**config.mk**
```make
export PLATFORM = sky130hd
export DESIGN_NAME = mem_responder_flat
export DESIGN_NICKNAME = d
export VERILOG_FILES = /design/src/rtl/mem_responder_pkg.sv /design/src/rtl/mem_responder_if.sv /design/src/rtl/mem_lane_align.sv /design/src/rtl/mem_responder.sv /design/src/flat_wrapper.sv
export SDC_FILE = /design/constraint.sdc
export NUM_CORES = 1
export LEC_CHECK = 0
export BUFFER_PORTS_ARGS = -buffer_cell sky130_fd_sc_hd__buf_2
export CORE_ASPECT_RATIO = 1.5
export CORE_MARGIN = 2
export CORE_UTILIZATION = 53
export CTS_CLUSTER_SIZE = 16
export DETAILED_ROUTE_END_ITERATION = 8
export GPL_TIMING_DRIVEN = 0
export PLACE_DENSITY = 0.8
export SLEW_MARGIN = 20
export SYNTH_ARGS = -nofsm -noshare
export SYNTH_HDL_FRONTEND = slang
export SYNTH_SLANG_ARGS = --single-unit
export TNS_END_PERCENT = 100
```
**constraint.sdc**
```tcl
create_clock -name clk_i -period 3.1 [get_ports clk_i]
set_input_delay 0.31 -clock clk_i [delete_from_list [all_inputs] [get_ports clk_i]]
set_output_delay 0.31 -clock clk_i [all_outputs]
set_load 0.01 [all_outputs]
```
**src/rtl/mem_responder_pkg.sv**
```systemverilog
// Shared types and constants for the RV32I memory responder.
// The fault rule lives here so the FSM can classify a request in its acceptance cycle.
package mem_responder_pkg;

  typedef enum logic [2:0] {
    S_IDLE,
    S_WAIT,
    S_ACCESS,
    S_CAPTURE,
    S_DONE
  } MemState;

  localparam logic [2:0] F3_LB  = 3'b000;
  localparam logic [2:0] F3_LH  = 3'b001;
  localparam logic [2:0] F3_LW  = 3'b010;
  localparam logic [2:0] F3_LBU = 3'b100;
  localparam logic [2:0] F3_LHU = 3'b101;
  localparam logic [2:0] F3_SB  = 3'b000;
  localparam logic [2:0] F3_SH  = 3'b001;
  localparam logic [2:0] F3_SW  = 3'b010;

  localparam int WaitCntSize = 4;
  localparam int RamBeWidth  = 4;

  // Misaligned halves/words, reserved encodings and unsigned "stores" all fault.
  function automatic logic access_fault(input logic [2:0] funct3,
                                        input logic [1:0] addr_lo,
                                        input logic       write);
    logic bad;
    case (funct3)
      F3_LB:   bad = 1'b0;
      F3_LH:   bad = addr_lo[0];
      F3_LW:   bad = |addr_lo;
      F3_LBU:  bad = write;
      F3_LHU:  bad = write | addr_lo[0];
      default: bad = 1'b1;
    endcase
    return bad;
  endfunction

endpackage

```
**src/rtl/mem_responder_if.sv**
```systemverilog
// Core-side strobes and load result plus the block RAM port, bundled as one bus.
interface mem_responder_if
  import mem_responder_pkg::*;
#(
  parameter int DATA_WIDTH = 32,
  parameter int ADDR_BITS  = 10
) ();

  logic                  mem_rd_i;
  logic                  mem_wr_i;
  logic [DATA_WIDTH-1:0] addr_i;
  logic [DATA_WIDTH-1:0] wr_data_i;
  logic [2:0]            funct3_i;
  logic [DATA_WIDTH-1:0] rd_data_o;
  logic                  mem_busy_o;
  logic                  fault_o;
  logic                  ram_en_o;
  logic [RamBeWidth-1:0] ram_we_o;
  logic [ADDR_BITS-1:0]  ram_addr_o;
  logic [DATA_WIDTH-1:0] ram_wdata_o;
  logic [DATA_WIDTH-1:0] ram_rdata_i;

  modport slave (
    input  mem_rd_i, mem_wr_i, addr_i, wr_data_i, funct3_i, ram_rdata_i,
    output rd_data_o, mem_busy_o, fault_o, ram_en_o, ram_we_o, ram_addr_o, ram_wdata_o
  );

  modport master (
    output mem_rd_i, mem_wr_i, addr_i, wr_data_i, funct3_i, ram_rdata_i,
    input  rd_data_o, mem_busy_o, fault_o, ram_en_o, ram_we_o, ram_addr_o, ram_wdata_o
  );

endinterface

```
**src/rtl/mem_lane_align.sv**
```systemverilog
// Byte/half/word lane handling: load extract with sign/zero extension and
// store replication with the matching byte-enable mask.
module mem_lane_align
  import mem_responder_pkg::*;
(
  input  logic [2:0]            funct3,
  input  logic [1:0]            addr_lo,
  input  logic [31:0]           wr_data,
  input  logic [31:0]           ram_rdata,
  output logic [31:0]           load_data,
  output logic [31:0]           store_data,
  output logic [RamBeWidth-1:0] byte_en
);

  logic [15:0] lane_half;
  logic [7:0]  lane_byte;

  always_comb begin
    lane_half = addr_lo[1] ? ram_rdata[31:16] : ram_rdata[15:0];
    lane_byte = addr_lo[0] ? lane_half[15:8] : lane_half[7:0];

    case (funct3)
      F3_LB:   load_data = {{24{lane_byte[7]}}, lane_byte};
      F3_LH:   load_data = {{16{lane_half[15]}}, lane_half};
      F3_LBU:  load_data = {24'h0, lane_byte};
      F3_LHU:  load_data = {16'h0, lane_half};
      default: load_data = ram_rdata;
    endcase

    // The RAM only commits the enabled lanes, so the data is simply replicated.
    case (funct3)
      F3_SB: begin
        store_data = {4{wr_data[7:0]}};
        byte_en    = RamBeWidth'(1) << addr_lo;
      end
      F3_SH: begin
        store_data = {2{wr_data[15:0]}};
        byte_en    = addr_lo[1] ? 4'b1100 : 4'b0011;
      end
      F3_SW: begin
        store_data = wr_data;
        byte_en    = 4'b1111;
      end
      default: begin
        store_data = wr_data;
        byte_en    = 4'b1111;
      end
    endcase
  end

endmodule

```
**src/rtl/mem_responder.sv**
```systemverilog
// Memory-side responder for the multicycle RV32I core: accepts one strobe-edge
// request at a time, drives the synchronous block RAM and returns aligned load data.
module mem_responder
  import mem_responder_pkg::*;
#(
  parameter int DATA_WIDTH  = 32,
  parameter int ADDR_BITS   = 10,
  parameter int WAIT_STATES = 0
) (
  input  logic          clk_i,
  input  logic          reset_i,
  mem_responder_if.slave bus
);

  localparam int AddrLatchBits = ADDR_BITS + 2;
  localparam logic [WaitCntSize-1:0] WaitInit = WaitCntSize'(WAIT_STATES);

  MemState                  state;
  logic                     armed;
  logic                     lat_write;
  logic [AddrLatchBits-1:0] lat_addr;
  logic [DATA_WIDTH-1:0]    lat_data;
  logic [2:0]               lat_funct3;
  logic [WaitCntSize-1:0]   wait_cnt;
  logic [DATA_WIDTH-1:0]    rd_data;
  logic                     fault;
  logic                     ram_en;
  logic [RamBeWidth-1:0]    ram_we;
  logic [ADDR_BITS-1:0]     ram_addr;
  logic [DATA_WIDTH-1:0]    ram_wdata;

  logic                     in_idle;
  logic                     accept;
  logic                     issue;
  logic                     req_write;
  logic                     req_fault;
  logic [AddrLatchBits-1:0] req_addr;
  logic [DATA_WIDTH-1:0]    req_data;
  logic [2:0]               req_funct3;
  logic [DATA_WIDTH-1:0]    load_data;
  logic [DATA_WIDTH-1:0]    store_data;
  logic [RamBeWidth-1:0]    byte_en;
  logic                     unused_addr_hi;

  // In Idle the live bus is the request; afterwards the latched copy is.
  always_comb begin
    in_idle    = state == S_IDLE;
    accept     = reset_i && in_idle && armed && (!bus.mem_rd_i || !bus.mem_wr_i);
    req_addr   = in_idle ? bus.addr_i[AddrLatchBits-1:0] : lat_addr;
    req_data   = in_idle ? bus.wr_data_i : lat_data;
    req_funct3 = in_idle ? bus.funct3_i : lat_funct3;
    req_write  = in_idle ? !bus.mem_wr_i : lat_write;
    req_fault  = access_fault(req_funct3, req_addr[1:0], req_write);
    issue      = (accept && !req_fault && WAIT_STATES == 0) ||
                 (state == S_WAIT && wait_cnt == WaitCntSize'(1));
  end

  assign unused_addr_hi = ^bus.addr_i[DATA_WIDTH-1:AddrLatchBits];

  mem_lane_align u_align (
    .funct3     (req_funct3),
    .addr_lo    (req_addr[1:0]),
    .wr_data    (req_data),
    .ram_rdata  (bus.ram_rdata_i),
    .load_data  (load_data),
    .store_data (store_data),
    .byte_en    (byte_en)
  );

  always_ff @(posedge clk_i or negedge reset_i) begin
    if (!reset_i) begin
      state      <= S_IDLE;
      armed      <= 1'b1;
      lat_write  <= 1'b0;
      lat_addr   <= '0;
      lat_data   <= '0;
      lat_funct3 <= '0;
      wait_cnt   <= '0;
      rd_data    <= '0;
      fault      <= 1'b0;
      ram_en     <= 1'b0;
      ram_we     <= '0;
      ram_addr   <= '0;
      ram_wdata  <= '0;
    end else begin
      fault  <= 1'b0;
      ram_en <= 1'b0;
      ram_we <= '0;
      if (bus.mem_rd_i && bus.mem_wr_i) armed <= 1'b1;

      if (issue) begin
        ram_en   <= 1'b1;
        ram_addr <= req_addr[AddrLatchBits-1:2];
        if (req_write) begin
          ram_we    <= byte_en;
          ram_wdata <= store_data;
        end
      end

      case (state)
        S_IDLE: begin
          if (accept) begin
            lat_addr   <= req_addr;
            lat_data   <= req_data;
            lat_funct3 <= req_funct3;
            lat_write  <= req_write;
            armed      <= 1'b0;
            wait_cnt   <= WaitInit;
            if (req_fault) begin
              fault <= 1'b1;
              state <= S_DONE;
            end else if (WAIT_STATES > 0) begin
              state <= S_WAIT;
            end else begin
              state <= S_ACCESS;
            end
          end
        end
        S_WAIT: begin
          if (wait_cnt == WaitCntSize'(1)) state <= S_ACCESS;
          else                             wait_cnt <= wait_cnt - 1'b1;
        end
        S_ACCESS:  state <= lat_write ? S_DONE : S_CAPTURE;
        S_CAPTURE: begin
          rd_data <= load_data;
          state   <= S_DONE;
        end
        default:   state <= S_IDLE;
      endcase
    end
  end

  assign bus.mem_busy_o  = accept || (state inside {S_WAIT, S_ACCESS, S_CAPTURE});
  assign bus.rd_data_o   = rd_data;
  assign bus.fault_o     = fault;
  assign bus.ram_en_o    = ram_en;
  assign bus.ram_we_o    = ram_we;
  assign bus.ram_addr_o  = ram_addr;
  assign bus.ram_wdata_o = ram_wdata;

endmodule

```
**src/flat_wrapper.sv**
```systemverilog
// flat-port wrapper written by rule: the top's interface ports become plain ports
module mem_responder_flat import mem_responder_pkg::*;
#(
  parameter int DATA_WIDTH  = 32,
  parameter int ADDR_BITS   = 10,
  parameter int WAIT_STATES = 0
)
  (clk_i, reset_i, bus_mem_rd_i, bus_mem_wr_i, bus_addr_i, bus_wr_data_i, bus_funct3_i, bus_ram_rdata_i, bus_rd_data_o, bus_mem_busy_o, bus_fault_o, bus_ram_en_o, bus_ram_we_o, bus_ram_addr_o, bus_ram_wdata_o);
  mem_responder_if #(.DATA_WIDTH(DATA_WIDTH), .ADDR_BITS(ADDR_BITS)) bus_i ();
  input  logic clk_i;
  input  logic reset_i;
  input wire logic [$bits(bus_i.mem_rd_i)-1:0] bus_mem_rd_i;
  input wire logic [$bits(bus_i.mem_wr_i)-1:0] bus_mem_wr_i;
  input wire logic [$bits(bus_i.addr_i)-1:0] bus_addr_i;
  input wire logic [$bits(bus_i.wr_data_i)-1:0] bus_wr_data_i;
  input wire logic [$bits(bus_i.funct3_i)-1:0] bus_funct3_i;
  input wire logic [$bits(bus_i.ram_rdata_i)-1:0] bus_ram_rdata_i;
  output wire logic [$bits(bus_i.rd_data_o)-1:0] bus_rd_data_o;
  output wire logic [$bits(bus_i.mem_busy_o)-1:0] bus_mem_busy_o;
  output wire logic [$bits(bus_i.fault_o)-1:0] bus_fault_o;
  output wire logic [$bits(bus_i.ram_en_o)-1:0] bus_ram_en_o;
  output wire logic [$bits(bus_i.ram_we_o)-1:0] bus_ram_we_o;
  output wire logic [$bits(bus_i.ram_addr_o)-1:0] bus_ram_addr_o;
  output wire logic [$bits(bus_i.ram_wdata_o)-1:0] bus_ram_wdata_o;
  assign bus_i.mem_rd_i = bus_mem_rd_i;
  assign bus_i.mem_wr_i = bus_mem_wr_i;
  assign bus_i.addr_i = bus_addr_i;
  assign bus_i.wr_data_i = bus_wr_data_i;
  assign bus_i.funct3_i = bus_funct3_i;
  assign bus_i.ram_rdata_i = bus_ram_rdata_i;
  assign bus_rd_data_o = bus_i.rd_data_o;
  assign bus_mem_busy_o = bus_i.mem_busy_o;
  assign bus_fault_o = bus_i.fault_o;
  assign bus_ram_en_o = bus_i.ram_en_o;
  assign bus_ram_we_o = bus_i.ram_we_o;
  assign bus_ram_addr_o = bus_i.ram_addr_o;
  assign bus_ram_wdata_o = bus_i.ram_wdata_o;
  mem_responder #(.DATA_WIDTH(DATA_WIDTH), .ADDR_BITS(ADDR_BITS), .WAIT_STATES(WAIT_STATES)) u_core (.clk_i(clk_i), .reset_i(reset_i), .bus(bus_i));
endmodule
```
==> impl_metrics.json <==
{
  "outcome": "completed",
  "end_kind": "flip-flop",
  "area.growth.synth_to_final_pct": 24.6,
  "arrival_ns": 3.20,
  "grt_pass1_vias": 6147,
  "setup_tns_ns": 0,
  "portBuffers": 162,
  "drcViolationCount": 0,
  "row_count": 50,
  "postRouteAntennaNets": 0,
  "start_kind": "flip-flop",
  "finalSetupViolations": 0,
  "synth.most_common_cell": "nand2_1",
  "coreArea_sq_um": 12600,
  "pin_count": 184,
  "cts_tree": "built",
  "yosysWarnings": 0,
  "power_mw": 9.52,
  "viasPerCell": 5.75,
  "num-fill-cells": 1029,
  "antenna_found_initial": 2,
  "period_needed_ns": 2.91,
  "postCtsSetupRepairBufs": 0,
  "synth_area_sq_um": 6850,
  "nets": 1029,
  "fin_crit_sh_pct": 93.8,
  "final_core_util_pct": 67.9,
  "synth_seq_area_share_pct": 49.7,
  "worstMarginPinSlew_ns": 0.906,
  "syn_avg_cell_area_sq_um": 9.26,
  "relSlewSlack_pct": 39.6,
  "cp_max_fo": 10,
  "rsz0062_at_grt": "no",
  "clock_path_buffers": 2,
  "power.leakage_nw": 4.20,
  "fmax_mhz": 344,
  "synth_common_cells": "nand2_1 (257), dfrtp_1 (135), mux2_2 (53)",
  "maxSlewViolCount": 0,
  "die_x_microns": 96.8,
  "synth-async-reset-ratio_pct": 100,
  "grt_start_max_net_pins": 83,
  "insertion_delay_ns": 0.41,
  "clkSlewWorstSetupHoldPaths_ns": 0.06,
  "yosysTopAreaCell": "dfrtp_1",
  "cp_slowest_stage_delay_ns": 0.73,
  "cts.sinks": 136,
  "dr.first_iter.drc_count": 518,
  "overflow": 0,
  "layout-drive-gt1-share_pct": 31.1,
  "finalHoldViolations": 0,
  "synth.distinct_cells": 46,
  "totalWireLength_microns": 19600,
  "ys_ff_latch": 136,
  "gpl.final_weighted_congestion": 0.938,
  "start_util_pct": 54.5,
  "first_pass_iters": 6,
  "critPathSlowestCell": "a21oi_1",
  "grt_pass1_wl_microns": 31100,
  "worst_slack_ns": 0.193,
  "syn-num-nets": 845,
  "hp-class": "in -> reg",
  "synth_ff_type": "dfrtp_1",
  "grtUsageTotal_pct": 28.7,
  "post_drt_wl_per_cell_microns": 17.9,
  "cp_cell_sequence": "clkbuf_1 -> or3_1 -> buf_4 -> buf_2 -> a21oi_1 -> mux4_2 -> mux2_2",
  "yosysTopAreaCellShare_pct": 49.3,
  "dp_hpwl_microns": 14100,
  "ir_drop_uv": 596,
  "required_ns": 3.39,
  "max_cap_viol_count": 0,
  "critPathKind": "reg -> reg",
  "cts-root-buf": "clkbuf_16",
  "synth-edff-count": 0,
  "h-tree-depth": 4,
  "die_h_microns": 143,
  "vias": 6287,
  "pre_cts_slack_ns": -0.0428,
  "finalClockSkew_ns": 0.00724,
  "ys_top_cells_by_area": "dfrtp_1 (49%), nand2_1 (14%), mux2_2 (8.7%), mux2i_1 (3.1%), mux4_2 (2.3%)",
  "p_per_area_nw_per_um2": 1110,
  "syn-instance-count": 740,
  "numCtsBuffers": 17,
  "die_area_sq_um": 13900
}
[timing repair]
| item | in CTS | in global routing |
|---|---|---|
| hold endpoints to repair | 82 | 0 |
| setup endpoints to repair | 16 | 27 |
| hold buffers | 2 | 0 |
| gates resized for setup | 1 | 4 |
[sequential cells by signal, indices dropped and copies added (netlist names), 3 cells and up]
name	cells
u_core.lat_addr	12
u_core.lat_data	32
u_core.bus.ram_addr_o	10
u_core.bus.ram_we_o	4
u_core.lat_funct3	3
u_core.wait_cnt	4
u_core.bus.rd_data_o	32
u_core.state	3
u_core.bus.ram_wdata_o	32
[through the flow]
| stage | cell area (sq um) | hold slack (ns) | std cells |
|---|---|---|---|
| after floorplan | 6850 | 0.0144 | 740 |
| after global placement | 7860 | 0.455 | 1058 |
| after detailed placement | 7900 | 0.353 | 1059 |
| after CTS | 8520 | 0.0995 | 1091 |
| after global routing | 8540 | 0.107 | 1093 |
| final | 8540 | 0.108 | 1094 |
[critical path: cells and delay by family (launching register included)]
| family | cells | cell delay [ns] |
|---|---|---|
| and+or+nand+nor | 1 | 0.35 |
| muxes | 2 | 0.71 |
| AOI/OAI and AO/OA | 1 | 0.73 |
| buffers and inverters | 3 | 0.63 |
| DFF | 1 | 0.37 |
[worst paths after layout]
| check | from | end | slack (ns) | cells past startpoint |
|---|---|---|---|---|
| min | bus_wr_data_i[21] | u_core.lat_data[21] | 0.11 | 3 |
| min reg2reg | u_core.armed | u_core.armed | 0.47 | 2 |
| max in group asynchronous | reset_i | u_core.bus.ram_we_o[3] | 2.26 | 3 |
| max | u_core.state[2] | u_core.bus.ram_wdata_o[10] | 0.19 | 7 |
| max reg2reg | u_core.state[2] | u_core.bus.ram_wdata_o[10] | 0.19 | 7 |
| min in group asynchronous | reset_i | u_core.wait_cnt[0] | 0.46 | 3 |
[where the power goes]
part / internal [mW] / switching [mW] / total (mW)
Sequential: 2.59 / 0.478 / 3.07
Combinational: 1.80 / 2.65 / 4.46
Clock: 1.26 / 0.733 / 1.99
[cells by family (layout without fill, tap and decap cells)]
family	Yosys count	after routing	synth area share [%]
adder cells (fa/ha/maj)	2	2	0.365
multiplexers	83	83	14.5
other	0	3	0
buffers and inverters	50	245	3.34
XOR/XNOR	2	2	0.256
AO/OA/AOI/OAI	87	87	8.49
AND/OR/NAND/NOR	380	380	23.4
flip-flops	136	136	49.7
[cells in the final DEF, fill, tap and decap left out, drive strengths merged, types with 2 or more instances in the layout]
cell / instances
inv: 5
a31oi: 3
xnor2: 2
nand2: 257
clkinv: 3
nor2b: 2
a222oi: 6
dfrtp: 135
o21ai: 19
clkinvlp: 2
buf: 188
and2: 4
bufinv: 2
nand3b: 9
a211oi: 11
nand3: 25
nor3b: 2
nand2b: 3
mux2: 54
clkbuf: 44
nor4: 3
diode: 3
mux2i: 22
mux4: 7
nor2: 39
nor3: 31
ha: 2
a21oi: 42
[area by class of cell]
cell class / count / area [sq um] / area share [%]
Clock buffer: 23 / 488 / 5.71
Timing Repair Buffer: 165 / 886 / 10.4
Buffer: 45 / 211 / 2.48
Tap cell: 156 / 195 / 2.29
Multi-Input combinational cell: 554 / 3240 / 37.9
Antenna cell: 3 / 7.51 / 0.0879
Sequential cell: 136 / 3400 / 39.9
Inverter: 5 / 18.8 / 0.220
Clock inverter: 7 / 93.8 / 1.10
[layer usage]
metal | wire length [microns] | vias to the layer above | global-route usage (%) | part of all wire (%)
met3 | 1380 | 67 | 5.34 | 7.1
met4 | 848 | 0 | 16.7 | 4.3
met1 | 7450 | 2985 | 33.5 | 38
met5 | 0 | - | 0 | 0
li1 | - | 2888 | - | -
met2 | 9900 | 347 | 49.6 | 51
(Power assumes the default switching activity.)
